## config.mk

```make
export PLATFORM = sky130hd
export DESIGN_NAME = wait_state_gen
export DESIGN_NICKNAME = d
export VERILOG_FILES = /design/src/rtl/wait_state_gen.sv
export SDC_FILE = /design/constraint.sdc
export NUM_CORES = 1
export LEC_CHECK = 0
export ABC_AREA = 1
export CAP_MARGIN = 15
export CORE_MARGIN = 4
export CORE_UTILIZATION = 34
export DETAILED_ROUTE_END_ITERATION = 8
export PLACE_DENSITY = 0.6
export SETUP_SLACK_MARGIN = 0.2
export SYNTH_ARGS = -nofsm -noshare
export SYNTH_HDL_FRONTEND = slang
export SYNTH_SLANG_ARGS = --single-unit
```

## constraint.sdc

```tcl
create_clock -name CLK -period 1.9 [get_ports CLK]
set_input_delay 0.285 -clock CLK [delete_from_list [all_inputs] [get_ports CLK]]
set_output_delay 0.285 -clock CLK [all_outputs]
set_load 0.005 [all_outputs]
```

## src/rtl/wait_state_gen.sv

```systemverilog
// Wait-state generator for a multiplexed processor bus: stretches READY low
// for a chip-select dependent number of cycles after each read/write strobe.
module wait_state_gen #(
    parameter int unsigned WS_MHIGH   = 2,
    parameter int unsigned WS_MLOW    = 1,
    parameter int unsigned WS_IO1     = 3,
    parameter int unsigned WS_IO2     = 4,
    parameter int unsigned WS_DEFAULT = 0
) (
    input  logic        CLK,
    input  logic        RESET_N,
    input  logic        ALE,
    input  logic        RD_N,
    input  logic        WR_N,
    input  logic [3:0]  CS,
    input  logic        EXT_WAIT,
    input  logic        CLR_ERR,
    output logic        READY,
    output logic        BUSY,
    output logic        PROTO_ERR,
    output logic        MULTI_CS,
    output logic [15:0] WS_TOTAL,
    output logic [1:0]  state_dbg
);

    typedef enum logic [1:0] {
        S_IDLE = 2'd0,
        S_ARM  = 2'd1,
        S_WAIT = 2'd2,
        S_DONE = 2'd3
    } state_t;

    localparam logic [3:0] WS_BANK0 = 4'(WS_MHIGH);
    localparam logic [3:0] WS_BANK1 = 4'(WS_MLOW);
    localparam logic [3:0] WS_BANK2 = 4'(WS_IO1);
    localparam logic [3:0] WS_BANK3 = 4'(WS_IO2);
    localparam logic [3:0] WS_NONE  = 4'(WS_DEFAULT);

    state_t      state_q, state_d;
    logic [3:0]  cnt_q, cnt_d;
    logic        ready_q, ready_d;
    logic        proto_q, proto_d;
    logic        multi_q, multi_d;
    logic [15:0] ws_total_q, ws_total_d;

    logic [3:0]  sel_ws;
    logic        multi_sel;
    logic        strobe;

    assign strobe    = !RD_N || !WR_N;
    assign multi_sel = ($countones(CS) > 1);

    // Several banks selected at once: honour the slowest of them.
    always_comb begin
        sel_ws = '0;
        if (CS == 4'b0000) begin
            sel_ws = WS_NONE;
        end else begin
            if (CS[0] && WS_BANK0 > sel_ws) sel_ws = WS_BANK0;
            if (CS[1] && WS_BANK1 > sel_ws) sel_ws = WS_BANK1;
            if (CS[2] && WS_BANK2 > sel_ws) sel_ws = WS_BANK2;
            if (CS[3] && WS_BANK3 > sel_ws) sel_ws = WS_BANK3;
        end
    end

    always_comb begin
        state_d    = state_q;
        cnt_d      = cnt_q;
        ready_d    = ready_q;
        proto_d    = proto_q && !CLR_ERR;
        multi_d    = multi_q && !CLR_ERR;
        ws_total_d = ws_total_q;
        if (!ready_q && ws_total_q != 16'hFFFF) ws_total_d = ws_total_q + 16'd1;

        if (state_q == S_IDLE) begin
            ready_d = 1'b1;
            if (ALE) state_d = S_ARM;
        end else if (ALE) begin
            // A new address phase inside an active cycle aborts it; error beats CLR_ERR.
            proto_d = 1'b1;
            state_d = S_ARM;
            ready_d = 1'b1;
            cnt_d   = '0;
        end else begin
            unique case (state_q)
                S_ARM: begin
                    if (strobe) begin
                        if (multi_sel) multi_d = 1'b1;
                        if (sel_ws == 4'd0) begin
                            state_d = S_DONE;
                            ready_d = 1'b1;
                        end else begin
                            state_d = S_WAIT;
                            cnt_d   = sel_ws;
                            ready_d = 1'b0;
                        end
                    end
                end
                S_WAIT: begin
                    if (cnt_q <= 4'd1) begin
                        if (!EXT_WAIT) begin
                            state_d = S_DONE;
                            ready_d = 1'b1;
                            cnt_d   = '0;
                        end
                    end else begin
                        cnt_d = cnt_q - 4'd1;
                    end
                end
                S_DONE: begin
                    if (RD_N && WR_N) state_d = S_IDLE;
                end
                default: state_d = S_IDLE;
            endcase
        end
    end

    always_ff @(posedge CLK or negedge RESET_N) begin
        if (!RESET_N) begin
            state_q    <= S_IDLE;
            cnt_q      <= '0;
            ready_q    <= 1'b1;
            proto_q    <= 1'b0;
            multi_q    <= 1'b0;
            ws_total_q <= '0;
        end else begin
            state_q    <= state_d;
            cnt_q      <= cnt_d;
            ready_q    <= ready_d;
            proto_q    <= proto_d;
            multi_q    <= multi_d;
            ws_total_q <= ws_total_d;
        end
    end

    assign READY     = ready_q;
    assign BUSY      = (state_q != S_IDLE);
    assign PROTO_ERR = proto_q;
    assign MULTI_CS  = multi_q;
    assign WS_TOTAL  = ws_total_q;
    assign state_dbg = state_q;

endmodule

```

==> metrics.md <==
| Metric | Value |
|---|---|
| Clk pin slew, worst setup/hold paths | approximately 0.090 ns |
| CTS Buf Count | 3 |
| Via Count | 1600 |
| Final Hold Fails | 0 |
| WP data required | 1.62 ns |
| CTS tree | built |
| Synth top area share | 34.8% |
| Cells after Synth | ~230 |
| Startpoint types | flop |
| Psw | 939 uW |
| Net Sw Frac | 40.1% |
| Drt drc | 0 |
| Largest net degree at the start of global routing | 26 |
| Ant diodes | 0 |
| Worst slew pin tran | 0.329 ns |
| Crit-path cells | inv_1 > ha_2 > inv_2 > dlygate4sd2_1 |
| Inst Count DP | between 300 and 400 |
| Die height | ~79 um |
| Combinational power share | 53.2% |
| Largest cells by area after synthesis | dfrtp_1 35%, nand2_1 17%, ha_1 8.0% |
| Crit Path Max Fanout | 4 |
| Slowest CP cell | dfrtp_1 |
| Ys flop type | dfrtp_1 |
| Initial antenna violation count | 0 |
| Setup violators final | 0 |
| Clock latency on the worst-skew pair | between 0.2 and 0.3 ns |
| Ys async rst share | 100% |
| PnR Total Power | 2340 uW |
| WP data arrival | 1.31 ns |
| Post-Synthesis Net Count | 255 |
| Drt total wl | a little under 4000 um |
| Post-route ant nets | 0 |
| Sequential share of power | about a third |
| Fin util | between 40% and 50% |
| Core ar. | just under 0.005 mm2 |
| Max Cap Viol | 0 |
| Final HPWL DP | 3040 um |
| WL per Instance | 11.4 um |
| Leak pwr | approximately 0.0011 uW |
| Cell type with the largest total area after synthesis | dfrtp_1 |
| H-tree levels | 1 |
| DR iter-0 viols | 62 |
| Hold_buf cts | 0 |
| Clock Power Share | a little over an eighth |
| Worst Setup End Kind | output port |
| Final WS setup | 0.308 ns |
| Initial core utilization | 35.8% |
| Row Count | 25 |
| Final #Nets | 305 |
| Worst Clk Skew | 0.00336 ns |
| Fill count | 500 |
| Grt ovf | 0 |
| VDD IR max | 0.567 mV |
| Longest Clk Path Bufs | 2 |
| Pre-CTS setup slack | -0.235 ns |
| Max Slew Vio Count | 0 |
| Total track usage | between 10% and 20% |
| Critical path class | flop to output port |
| Seq/Total Area, Yosys | 36.3% |
| Clock root buffer | clkbuf_8 |
| Avg Cell Area, Syn | 7.44 um2 |
| Post-Syn Area | ~0.0017 mm2 |
| Status | completed |
| CTS Sinks | 25 |
| Final non-filler cell total | between 300 and 400 |
| Drt pass-1 iters | 4 |
| Global-route wire length before repair | 6800 um |
| Die Wd | 79.2 um |
| Layout cell share with drive strength beyond 1 | 16.7% |
| Yosys warnings | 0 |
| Drt via density | 4.60 |
| Boundary pin count | 33 |
| #FFs+latches synth | 25 |
| Port buffer count | 32 |
| Final worst path period share | 83.8% |
| Slowest stage delay, CP | approximately 0.38 ns |
| EDFF count, synth | 0 |
| Top Family by Delay on Critical Path | buffers and inverters |
| Yosys cell types | 27 |
| Post-layout min period | between 1.5 and 2 ns |
| Pwr/cell area | between 1000 and 1500 mW/mm2 |
| Max_slew headroom | approximately 80% |
| DIE AREA | 0.00628 mm2 |
| Unrepaired setup endpoints after global routing | no |
| Area growth, synth to finish | 34.4% |
| RePlAce Congestion | 0.807 |
| Buf+Inv Stages, Crit Path | 3 |
| Reg2reg path depth | 8 |
| Vias in the first global route | 1484 |
| Internal power | 1400 uW |
| Fmax | around 630 MHz |
| Worst Hold Class | input pin to asynchronous set/reset pin |
| Levels on crit path | 4 |
==> state kept, by name, indices dropped and copies added (netlist names) <==
signal and cells:
PROTO_ERR 1, READY 1, WS_TOTAL 16, state_dbg 2, cnt_q 4, MULTI_CS 1
==> through the flow <==
stage	TNS (ns)	area (um2)	hold slack [ns]
4_1_cts	0	2260	0.374
5_1_grt	0	2320	0.411
3_5_place_dp	-0.933	2190	0.461
6_report	0	2320	0.369
3_3_place_gp	-0.578	2190	0.468
2_1_floorplan	0	1730	-0.0106
==> routing by layer <==
layer / track usage [%] / part of all wire (%)
met3: 1.59 / 2.4
met4: 3.09 / 1.2
met1: 19.0 / 52
met5: 0 / 0
met2: 21.0 / 44
==> power groups by stage <==
stage	Clock, uW	Sequential, uW	Combinational (uW)
2_1_floorplan	0	791	678
3_3_place_gp	0	799	1120
3_5_place_dp	0	797	1130
4_1_cts	331	780	1180
5_1_grt	348	811	1400
6_report	311	786	1250
==> what timing repair did <==
| action | CTS | global route |
|---|---|---|
| pin swaps | 1 | 3 |
| resized for setup | 9 | 14 |
| setup buffers | 1 | 4 |
| setup endpoints to repair | 6 | 23 |
==> cell type report <==
type,instances,area (um2),share of cell area [%]
multi-input cells,178,1010,43.6
clock buffers,3,41.3,1.78
inverters,25,93.8,4.05
well taps,67,83.8,3.61
flip-flops and latches,25,632,27.2
repair buffers,49,452,19.5
clock inverters,1,5.00,0.216
==> synthesized netlist by cell type, types with 2 or more instances <==
master and n:
nor2_1 19, clkbuf_1 2, xor2_1 5, a21oi_1 3
nand3_1 15, dfrtp_1 24, inv_1 24, ha_1 11
o21a_1 2, o21ai_0 9, xnor2_1 9, nor3_1 4
nand4_1 10, nand2_1 80, buf_6 2, o21ai_2 2
==> placed cells by master, fill, tap and decap left out, types with 2 or more instances in the layout <==
cell	count
nor2_1	19
nor3_1	3
dfrtp_1	20
clkdlybuf4s50_1	29
clkbuf_8	3
nand2_1	79
o21a_1	2
o21ai_2	3
inv_1	20
xnor2_1	9
xor2_1	5
o21ai_0	7
buf_4	17
inv_2	5
nand3_1	14
nand3_2	2
nand4_1	10
dlymetal6s2s_1	2
ha_1	8
dfrtp_2	4
ha_2	3
a21oi_1	2
nand2_2	2
==> final timing paths <==
check,start,endpoint,slack [ns]
max,state_dbg[0],BUSY,0.31
max in group asynchronous,RESET_N,READY,1.24
max reg2reg,WS_TOTAL[0],WS_TOTAL[15],0.33
min,RESET_N,WS_TOTAL[7],0.37
min reg2reg,cnt_q[1],cnt_q[1],0.48
min in group CLK,cnt_q[1],cnt_q[1],0.48
==> cells by family (layout without fill, tap and decap cells) <==
kind of cell             count (synthesis)  count (layout)  share of synthesized area [%]
adder cells (fa/ha/maj)                 12              12                           9.14
XOR/XNOR                                14              14                           7.11
AND/OR/NAND/NOR                        133             133                           33.1
AO/OA/AOI/OAI                           19              19                           7.18
flip-flops                              25              25                           36.3
buffers and inverters                   29              78                           7.18
Power figures use the tool's default switching activity.
